**src/rtl/countdown_timer_pkg.sv**
```systemverilog
// Shared clock-datapath types: time field, countdown state and field clamp.
package countdown_timer_pkg;

   localparam int unsigned FIELD_W = 6;

   typedef logic [FIELD_W-1:0] time_field_t;

   localparam time_field_t SEC_MAX = 6'd59;

   typedef enum logic [1:0] {
      IDLE   = 2'd0,
      RUN    = 2'd1,
      PAUSED = 2'd2,
      DONE   = 2'd3
   } cd_state_t;

   // Saturate a time field at its upper limit.
   function automatic time_field_t clamp_field(input time_field_t v, input time_field_t lim);
      return (v > lim) ? lim : v;
   endfunction

endpackage

```
**src/rtl/bcd_down_digit.sv**
```systemverilog
// 0..59 down-counter with parallel load and a borrow-out raised when it wraps 0 -> 59.
module bcd_down_digit
   import countdown_timer_pkg::*;
(
   input  logic        clk,
   input  logic        rst_n,
   input  logic        load,
   input  time_field_t load_val,
   input  logic        dec,
   output time_field_t value,
   output logic        borrow_c
);

   // Counter register: load has priority over decrement.
   always_ff @(posedge clk) begin
      if (!rst_n) begin
         value <= '0;
      end else if (load) begin
         value <= load_val;
      end else if (dec) begin
         value <= (value == '0) ? SEC_MAX : value - FIELD_W'(1);
      end
   end

   // Borrow into the next field when a decrement wraps from zero.
   assign borrow_c = dec && !load && (value == '0);

endmodule

```
**src/rtl/countdown_timer.sv**
```systemverilog
// mm:ss countdown timer: FSM, preset register, load clamp and expiry detection.
// Optional feature macro: COUNTDOWN_AUTO_RELOAD_EN (reload preset on expiry, stay running).
module countdown_timer
   import countdown_timer_pkg::*;
#(
   parameter int unsigned MAX_MIN = 59
)(
   input  logic       clk,
   input  logic       rst_n,
   input  logic       tick,
   input  logic       load,
   input  logic [5:0] load_min,
   input  logic [5:0] load_sec,
   input  logic       start,
   input  logic       pause,
   output logic [5:0] minutes,
   output logic [5:0] seconds,
   output logic       running,
   output logic       expired,
   output logic       done
);

   localparam time_field_t MIN_LIM = FIELD_W'(MAX_MIN);

   cd_state_t   state, state_nxt;
   time_field_t preset_min, preset_sec;
   time_field_t clamp_min_c, clamp_sec_c;
   time_field_t ld_min_c, ld_sec_c;
   logic        at_one_c, nonzero_c, preset_nz_c;
   logic        ld_c, reload_c, sec_dec_c, sec_borrow_c;
   logic        running_nxt, done_nxt, expired_nxt;

   assign clamp_min_c = clamp_field(load_min, MIN_LIM);
   assign clamp_sec_c = clamp_field(load_sec, SEC_MAX);
   assign at_one_c    = (minutes == '0) && (seconds == FIELD_W'(1));
   assign nonzero_c   = (minutes != '0) || (seconds != '0);
   assign preset_nz_c = (preset_min != '0) || (preset_sec != '0);

   // State register together with the registered status outputs.
   always_ff @(posedge clk) begin
      if (!rst_n) begin
         state   <= IDLE;
         running <= 1'b0;
         done    <= 1'b0;
         expired <= 1'b0;
      end else begin
         state   <= state_nxt;
         running <= running_nxt;
         done    <= done_nxt;
         expired <= expired_nxt;
      end
   end

   // Next-state logic; priority load > pause > start > tick.
   always_comb begin
      state_nxt = state;
      if (load) begin
         state_nxt = IDLE;
      end else begin
         case (state)
            IDLE:   if (!pause && start && nonzero_c) state_nxt = RUN;
            RUN: begin
               if (pause) begin
                  state_nxt = PAUSED;
               end else if (tick && at_one_c) begin
`ifdef COUNTDOWN_AUTO_RELOAD_EN
                  state_nxt = preset_nz_c ? RUN : DONE;
`else
                  state_nxt = DONE;
`endif
               end
            end
            PAUSED: if (!pause && start) state_nxt = RUN;
            DONE:   state_nxt = DONE;
            default: state_nxt = IDLE;
         endcase
      end
   end

   // Datapath controls and next values of the registered status outputs.
   always_comb begin
      ld_c        = 1'b0;
      reload_c    = 1'b0;
      sec_dec_c   = 1'b0;
      expired_nxt = 1'b0;
      if (load) begin
         ld_c = 1'b1;
      end else if ((state == RUN) && !pause && tick) begin
         if (at_one_c) begin
            expired_nxt = 1'b1;
`ifdef COUNTDOWN_AUTO_RELOAD_EN
            if (preset_nz_c) reload_c = 1'b1;
            else             sec_dec_c = 1'b1;
`else
            sec_dec_c = 1'b1;
`endif
         end else begin
            sec_dec_c = 1'b1;
         end
      end
      ld_min_c    = reload_c ? preset_min : clamp_min_c;
      ld_sec_c    = reload_c ? preset_sec : clamp_sec_c;
      running_nxt = (state_nxt == RUN);
      done_nxt    = (state_nxt == DONE);
   end

   // Preset register captures the clamped load value.
   always_ff @(posedge clk) begin
      if (!rst_n) begin
         preset_min <= '0;
         preset_sec <= '0;
      end else if (ld_c) begin
         preset_min <= clamp_min_c;
         preset_sec <= clamp_sec_c;
      end
   end

   // Seconds field; its borrow steps the minutes field.
   bcd_down_digit u_sec (
      .clk      (clk),
      .rst_n    (rst_n),
      .load     (ld_c | reload_c),
      .load_val (ld_sec_c),
      .dec      (sec_dec_c),
      .value    (seconds),
      .borrow_c (sec_borrow_c)
   );

   // Minutes field: load or decrement on seconds borrow.
   always_ff @(posedge clk) begin
      if (!rst_n) begin
         minutes <= '0;
      end else if (ld_c | reload_c) begin
         minutes <= ld_min_c;
      end else if (sec_borrow_c) begin
         minutes <= minutes - FIELD_W'(1);
      end
   end

endmodule

```
**config.mk**
```make
export PLATFORM = sky130hd
export DESIGN_NAME = countdown_timer
export DESIGN_NICKNAME = d
export VERILOG_FILES = /design/src/rtl/countdown_timer_pkg.sv /design/src/rtl/bcd_down_digit.sv /design/src/rtl/countdown_timer.sv
export SDC_FILE = /design/constraint.sdc
export NUM_CORES = 1
export LEC_CHECK = 0
export ABC_CLOCK_PERIOD_IN_PS = 6400
export CAP_MARGIN = 10
export CORE_MARGIN = 2
export CORE_UTILIZATION = 50
export CTS_BUF_LIST = sky130_fd_sc_hd__clkbuf_8
export CTS_CLUSTER_SIZE = 10
export DETAILED_ROUTE_END_ITERATION = 16
export PLACE_DENSITY = 0.85
export SLEW_MARGIN = 40
export SYNTH_ARGS = -nofsm -noshare
export SYNTH_HDL_FRONTEND = slang
export SYNTH_HIERARCHICAL = 1
export SYNTH_SLANG_ARGS = --single-unit
```
**constraint.sdc**
```tcl
create_clock -name clk -period 6.4 [get_ports clk]
set_clock_uncertainty 0.1 [all_clocks]
set_input_delay 1.28 -clock clk [delete_from_list [all_inputs] [get_ports clk]]
set_output_delay 1.28 -clock clk [all_outputs]
set_load 0.02 [all_outputs]
```
==> impl_metrics.tcl, run 1 <==
set metrics [dict create \
    outcome "finished, final reports clean" \
    final_common_cell "clkdlybuf4s50_1" \
    ys_ff_latch 17 \
    timing.rr.start "u_sec/value[0]$_SDFFE_PN0P_" \
    drive_above_1_share_pct 8.333 \
    worst_pin_slew_ns 0.6874 \
    cts_tree "yes" \
    tns_ns 0 \
    totalWireLength_mm 2.586 \
    async_reset_ff_share_pct 0 \
    hold_path.class "register to register" \
    fmax_ghz 0.2512 \
    final_cells 183 \
    ir_drop_v 0.0001460 \
    dr.pass1.iters 4 \
    timing.rr.end "minutes[3]$_SDFFE_PN0P_" \
    root_buffer "clkbuf_8" \
    drt_iter0_drc 26 \
    antenna_left 0 \
    cp_max_fo 23 \
    start_kind "primary input" \
    core_area_um2 1962 \
    critPathCapture "minutes[3]$_SDFFE_PN0P_" \
    rsz0062_at_grt "false" \
    fin_crit_sh_pct 62.19 \
    finalHoldViolations 0 \
    die-width_um 49.63 \
    cap_violations 0 \
    cp_num_cells 9 \
    rows 16 \
    slowest_delay_ns 0.77 \
    ys_warn_count 6 \
    slew_headroom_pct 54.03 \
    synth_edf_count 0 \
    cts.sinks 17 \
    arrival_ns 4.03 \
    powerDensity_nw_per_um2 185.6 \
    grt_max_degree 24 \
    p_leak_nw 0.5590 \
    holdWs_ns 0.4873 \
    antenna_found_initial 0 \
    clk_pin_slew_ns 0.07 \
    postCtsHoldBufs 0 \
    post_cts_buffers 0 \
    worstSetupPathType "primary input to register" \
    grt_pass1_wl_mm 4.312 \
    n_antenna_cell 0 \
    postLayoutCoreUtil_pct 72.58 \
    cp_cell_sequence "clkdlybuf4s50_1, nor4_1, buf_4, nand2b_1, nor2_1, or4b_4, xor2_1, o21ai_1, and2_1" \
    wire_per_inst_um 14.13 \
    slew_violations 0 \
    endpoint_kind "register" \
    ys.flop_type "dfxtp_1" \
    cts_buffers 3 \
    via_count 1035 \
    port_buffers 32 \
    dp.cells 179 \
    path_delay_family "simple AND/OR/NAND/NOR gates" \
    cts_buffer_depth 2 \
    syn_area_per_cell_um2 8.328 \
    crit_start "load" \
    start_util_pct 53.06 \
    r2r_cells 9 \
    slowest_stage "clkdlybuf4s50_1" \
    ys_seq_area_share_pct 32.69 \
    die_y_um 49.63 \
    die_area_um2 2463 \
    final_cell_mix "clkdlybuf4s50_1, dfxtp_1, nand2_1, inv_1, o21ai_0" \
    fin_nets 178 \
    synth_fp_nets 146 \
    layout_min_cycle_time_ns 3.980 \
    gr-usage-all-layers_pct 22.51 \
    syn-cell-area_um2 1041 \
    worst_ep_required_time_ns 6.45 \
    area_growth_pct 36.78 \
    setup_viol 0 \
    cts_resized 0 \
    htree_levels 1 \
    crit_buf_inv 2 \
    routed_via_density 5.656 \
    synthDistinctLibCells 46 \
    rrSetupSlack_ns 3.82 \
    ios 33 \
    syn-instance-count 125 \
    post-dp-hpwl_mm 1.935 \
    min_path_cells 2 \
    grt_pass1_vias 949 \
    grt-ovfl-total 0 \
    post-route-drc-count 0 \
    p_total_mw 0.2643 \
    gp_congestion 0.9219 \
    clk_latency_ns 0.25 \
]
-- state kept, by name, indices dropped and copies added, names as in the netlist --
signal,flops
done,1
u_sec/value,6
expired,1
minutes,6
state,2
running,1
-- synth_stat cells, types with 3 or more instances --
cell	count	area, um^2
o211ai_1	3	22.52
ha_1	3	37.54
xnor2_1	3	26.28
xor2_1	3	26.28
nor2b_1	3	18.77
and2_1	5	31.28
dfxtp_1	17	340.3
nor4_1	3	18.77
a21oi_1	3	15.01
clkbuf_1	4	15.01
nand2b_1	4	25.02
nand2_1	12	45.04
nor2_1	6	22.52
inv_1	10	37.54
o21ai_0	7	35.03
nand4_1	3	18.77
-- metrics by stage --
step           setup WS (ns)  area (um^2)
6_report               2.420         1424
3_3_place_gp           2.276         1378
3_5_place_dp           2.187         1378
5_1_grt                2.188         1424
2_1_floorplan          3.327         1041
4_1_cts                2.425         1424
-- per-layer routing --
layer	vias up	track usage [%]	share of wire [%]
li1	512	-	-
met1	473	28.11	43
met2	43	37.33	49
met3	7	4.545	6.0
met4	0	9.722	2.1
met5	-	0	0
-- worst reg2reg max path, cell delays in order, from the launching register on --
cell	delay, ns
dfxtp_1	0.39
inv_1	0.13
ha_1	0.17
nor2b_1	0.26
nand2_1	0.15
nor2_1	0.35
or4b_4	0.53
xor2_1	0.16
o21ai_1	0.07
and2_1	0.18
-- worst min-delay path by stage --
stage	slack, ns	startpoint	endpoint
final	0.49	u_sec/value[4]$_SDFFE_PN0P_	u_sec/value[4]$_SDFFE_PN0P_
after detailed placement	0.48	u_sec/value[4]$_SDFFE_PN0P_	u_sec/value[4]$_SDFFE_PN0P_
after global routing	0.54	u_sec/value[4]$_SDFFE_PN0P_	u_sec/value[4]$_SDFFE_PN0P_
after CTS	0.49	u_sec/value[4]$_SDFFE_PN0P_	u_sec/value[4]$_SDFFE_PN0P_
after floorplan	0.51	state[0]$_SDFF_PN0_	expired$_SDFF_PP0_
after global placement	0.46	u_sec/value[4]$_SDFFE_PN0P_	u_sec/value[4]$_SDFFE_PN0P_
-- cell type report --
type	instances	area, um^2
clock buffer	3	41.29
clock inverter	1	5.005
fill	182	538.0
inverter	10	37.54
multi-input combinational	92	638.1
sequential	17	340.3
tap	27	33.78
timing repair buffer	33	327.8
-- logic make-up after synthesis --
logic type	Yosys count	share of synthesized area (%)
compound gates	30	21.03
xor+xnor	6	5.049
flops	17	32.69
fa+ha+maj	3	3.606
simple gates	52	30.65
buf+inv	16	6.010
mux	1	0.9616
-- where the power goes --
group	internal, mW	switching (mW)	leakage [nW]
combinational	0.0332	0.0296	0.394
sequential	0.111	0.00877	0.140
clock	0.0432	0.0383	0.0255
Power figures use the tool's default switching activity.
==> inputs of run 2 (changes only) <==
--- a/config.mk
+++ b/config.mk
@@ -5,14 +5,14 @@
 export SDC_FILE = /design/constraint.sdc
 export NUM_CORES = 1
 export LEC_CHECK = 0
-export ABC_CLOCK_PERIOD_IN_PS = 6400
+export ABC_CLOCK_PERIOD_IN_PS = 3350
 export CAP_MARGIN = 10
 export CORE_MARGIN = 2
-export CORE_UTILIZATION = 50
+export CORE_UTILIZATION = 43
 export CTS_BUF_LIST = sky130_fd_sc_hd__clkbuf_8
 export CTS_CLUSTER_SIZE = 10
 export DETAILED_ROUTE_END_ITERATION = 16
-export PLACE_DENSITY = 0.85
+export PLACE_DENSITY = 0.78
 export SLEW_MARGIN = 40
 export SYNTH_ARGS = -nofsm -noshare
 export SYNTH_HDL_FRONTEND = slang
==> constraint.sdc (replaced) <==
create_clock -name clk -period 3.35 [get_ports clk]
set_clock_uncertainty 0.1 [all_clocks]
set_input_delay 0.67 -clock clk [delete_from_list [all_inputs] [get_ports clk]]
set_output_delay 0.67 -clock clk [all_outputs]
set_load 0.02 [all_outputs]
==> impl_metrics.tcl, run 2 (same netlist as run 1, synthesis figures left out) <==
set metrics [dict create \
    outcome "finished, final reports clean" \
    die_y_um 53.20 \
    setup_viol 0 \
    start_util_pct 46.17 \
    ios 33 \
    hold_path_startpoint "u_sec/value[4]$_SDFFE_PN0P_" \
    arrival_ns 2.73 \
    ir_drop_v 0.0003457 \
    slew_headroom_pct 67.99 \
    drive_above_1_share_pct 8.861 \
    fin_nets 180 \
    layout_min_cycle_time_ns 2.697 \
    antenna_found_initial 0 \
    cts_resized 0 \
    cp_max_fo 6 \
    finalHoldViolations 0 \
    post_cts_buffers 0 \
    final_cell_area_um2 1439 \
    worst_ep_required_time_ns 3.38 \
    postLayoutCoreUtil_pct 63.82 \
    clk_latency_ns 0.24 \
    hold_path.class "register to register" \
    endpoint_kind "register" \
    postCtsHoldBufs 0 \
    gr-usage-all-layers_pct 20.59 \
    totalWireLength_mm 2.586 \
    grt-ovfl-total 0 \
    grt_pass1_wl_mm 4.353 \
    clock_power_share_pct 29.1 \
    drt_iter0_drc 16 \
    rsz0062_at_grt "false" \
    root_buffer "clkbuf_8" \
    final_common_cell "clkdlybuf4s50_1" \
    final_cell_mix "clkdlybuf4s50_1, dfxtp_1, nand2_1, inv_1, o21ai_0" \
    pwr-share-seq_pct 46.4 \
    reg_top3 "minutes: 6 flops, u_sec/value: 6 flops, state: 2 flops" \
    area_growth_pct 38.22 \
    cts.sinks 17 \
    cts_buffer_depth 2 \
    port_buffers 32 \
    tns_ns 0 \
    cts_buffers 3 \
    dr.pass1.iters 4 \
    p_sw_mw 0.1359 \
    worstSetupPathType "primary input to register" \
    crit_start "pause" \
    slew_violations 0 \
    core_area_um2 2255 \
    final_cells 186 \
    antenna_left 0 \
    die-width_um 53.20 \
    p_leak_nw 0.5707 \
    rows 17 \
    gp_congestion 0.8207 \
    cts_tree "yes" \
    slowest_stage "clkdlybuf4s50_1" \
    dpl-instance-area_um2 1394 \
    start_kind "primary input" \
    post-dp-hpwl_mm 1.974 \
    clk_pin_slew_ns 0.06 \
    slowest_delay_ns 0.49 \
    grt_max_degree 23 \
    swShare_pct 27.56 \
    cap_violations 0 \
    fmax_ghz 0.3708 \
    fin_crit_sh_pct 80.51 \
    htree_levels 1 \
    timing.rr.start "u_sec/value[0]$_SDFFE_PN0P_" \
    post-route-drc-count 0 \
    powerDensity_nw_per_um2 342.9 \
    die_area_um2 2830 \
    via_count 1037 \
    wire_per_inst_um 13.90 \
    p_int_mw 0.3574 \
    n_antenna_cell 0 \
    routed_via_density 5.575 \
    holdWs_ns 0.4942 \
    dp.cells 182 \
    worst_pin_slew_ns 0.4787 \
    grt_pass1_vias 1019 \
    pwr-share-comb_pct 24.5 \
    cp_cell_sequence "clkdlybuf4s50_1, nor4_1, nand2b_1, nor2_1, or4b_4, nor3_2, xnor2_1, a21oi_1" \
]
==> run 2: changes by cell type in the layout (fill, tap and decap cells not counted) <==
cell / change
buf_4: +2
clkinv_2: -1
inv_1: +1
==> run 2: worst paths after layout <==
check	end	slack, ns	depth (start not counted)
min reg2reg	u_sec/value[4]$_SDFFE_PN0P_	0.49	2
max reg2reg	minutes[5]$_SDFFE_PN0P_	1.06	9
max	minutes[5]$_SDFFE_PN0P_	0.65	8
min	u_sec/value[4]$_SDFFE_PN0P_	0.49	2
==> run 2: final cells by class <==
cell class,count,area (um^2)
sequential,17,340.3
fill,208,815.8
timing repair buffer,35,342.8
multi-input combinational,92,638.1
clock buffer,3,41.29
tap,28,35.03
inverter,10,37.54
clock inverter,1,3.754
==> run 2: power by group through the flow <==
stage / combinational [mW] / clock (mW) / sequential [mW]
2_1_floorplan: 0.0551 / 0 / 0.242
3_3_place_gp: 0.118 / 0 / 0.233
3_5_place_dp: 0.120 / 0 / 0.233
4_1_cts: 0.121 / 0.149 / 0.229
5_1_grt: 0.132 / 0.158 / 0.231
6_report: 0.121 / 0.144 / 0.229
==> run 2: worst max-delay path: cells and delay by family <==
family / cells / cell delay [ns]
and+or+nand+nor: 5 / 1.35
xor gates and xnor gates: 1 / 0.14
AOI/OAI and AO/OA: 1 / 0.08
buffers and inverters: 1 / 0.49
==> run 2: metrics by stage <==
stage	worst slack, ns	power, mW
finish	0.6529	0.4933
global placement	0.4731	0.3507
detailed placement	0.3995	0.3531
floorplan	0.8867	0.2967
CTS	0.6578	0.4985
global route	0.5165	0.5215
==> run 2: layer usage <==
metal | GRT usage (%) | share of wire, % | up-vias
li1 | - | - | 518
met1 | 25.39 | 44 | 488
met2 | 36.42 | 51 | 27
met3 | 4.520 | 4.4 | 4
met4 | 3.846 | 0.93 | 0
met5 | 0 | 0 | -
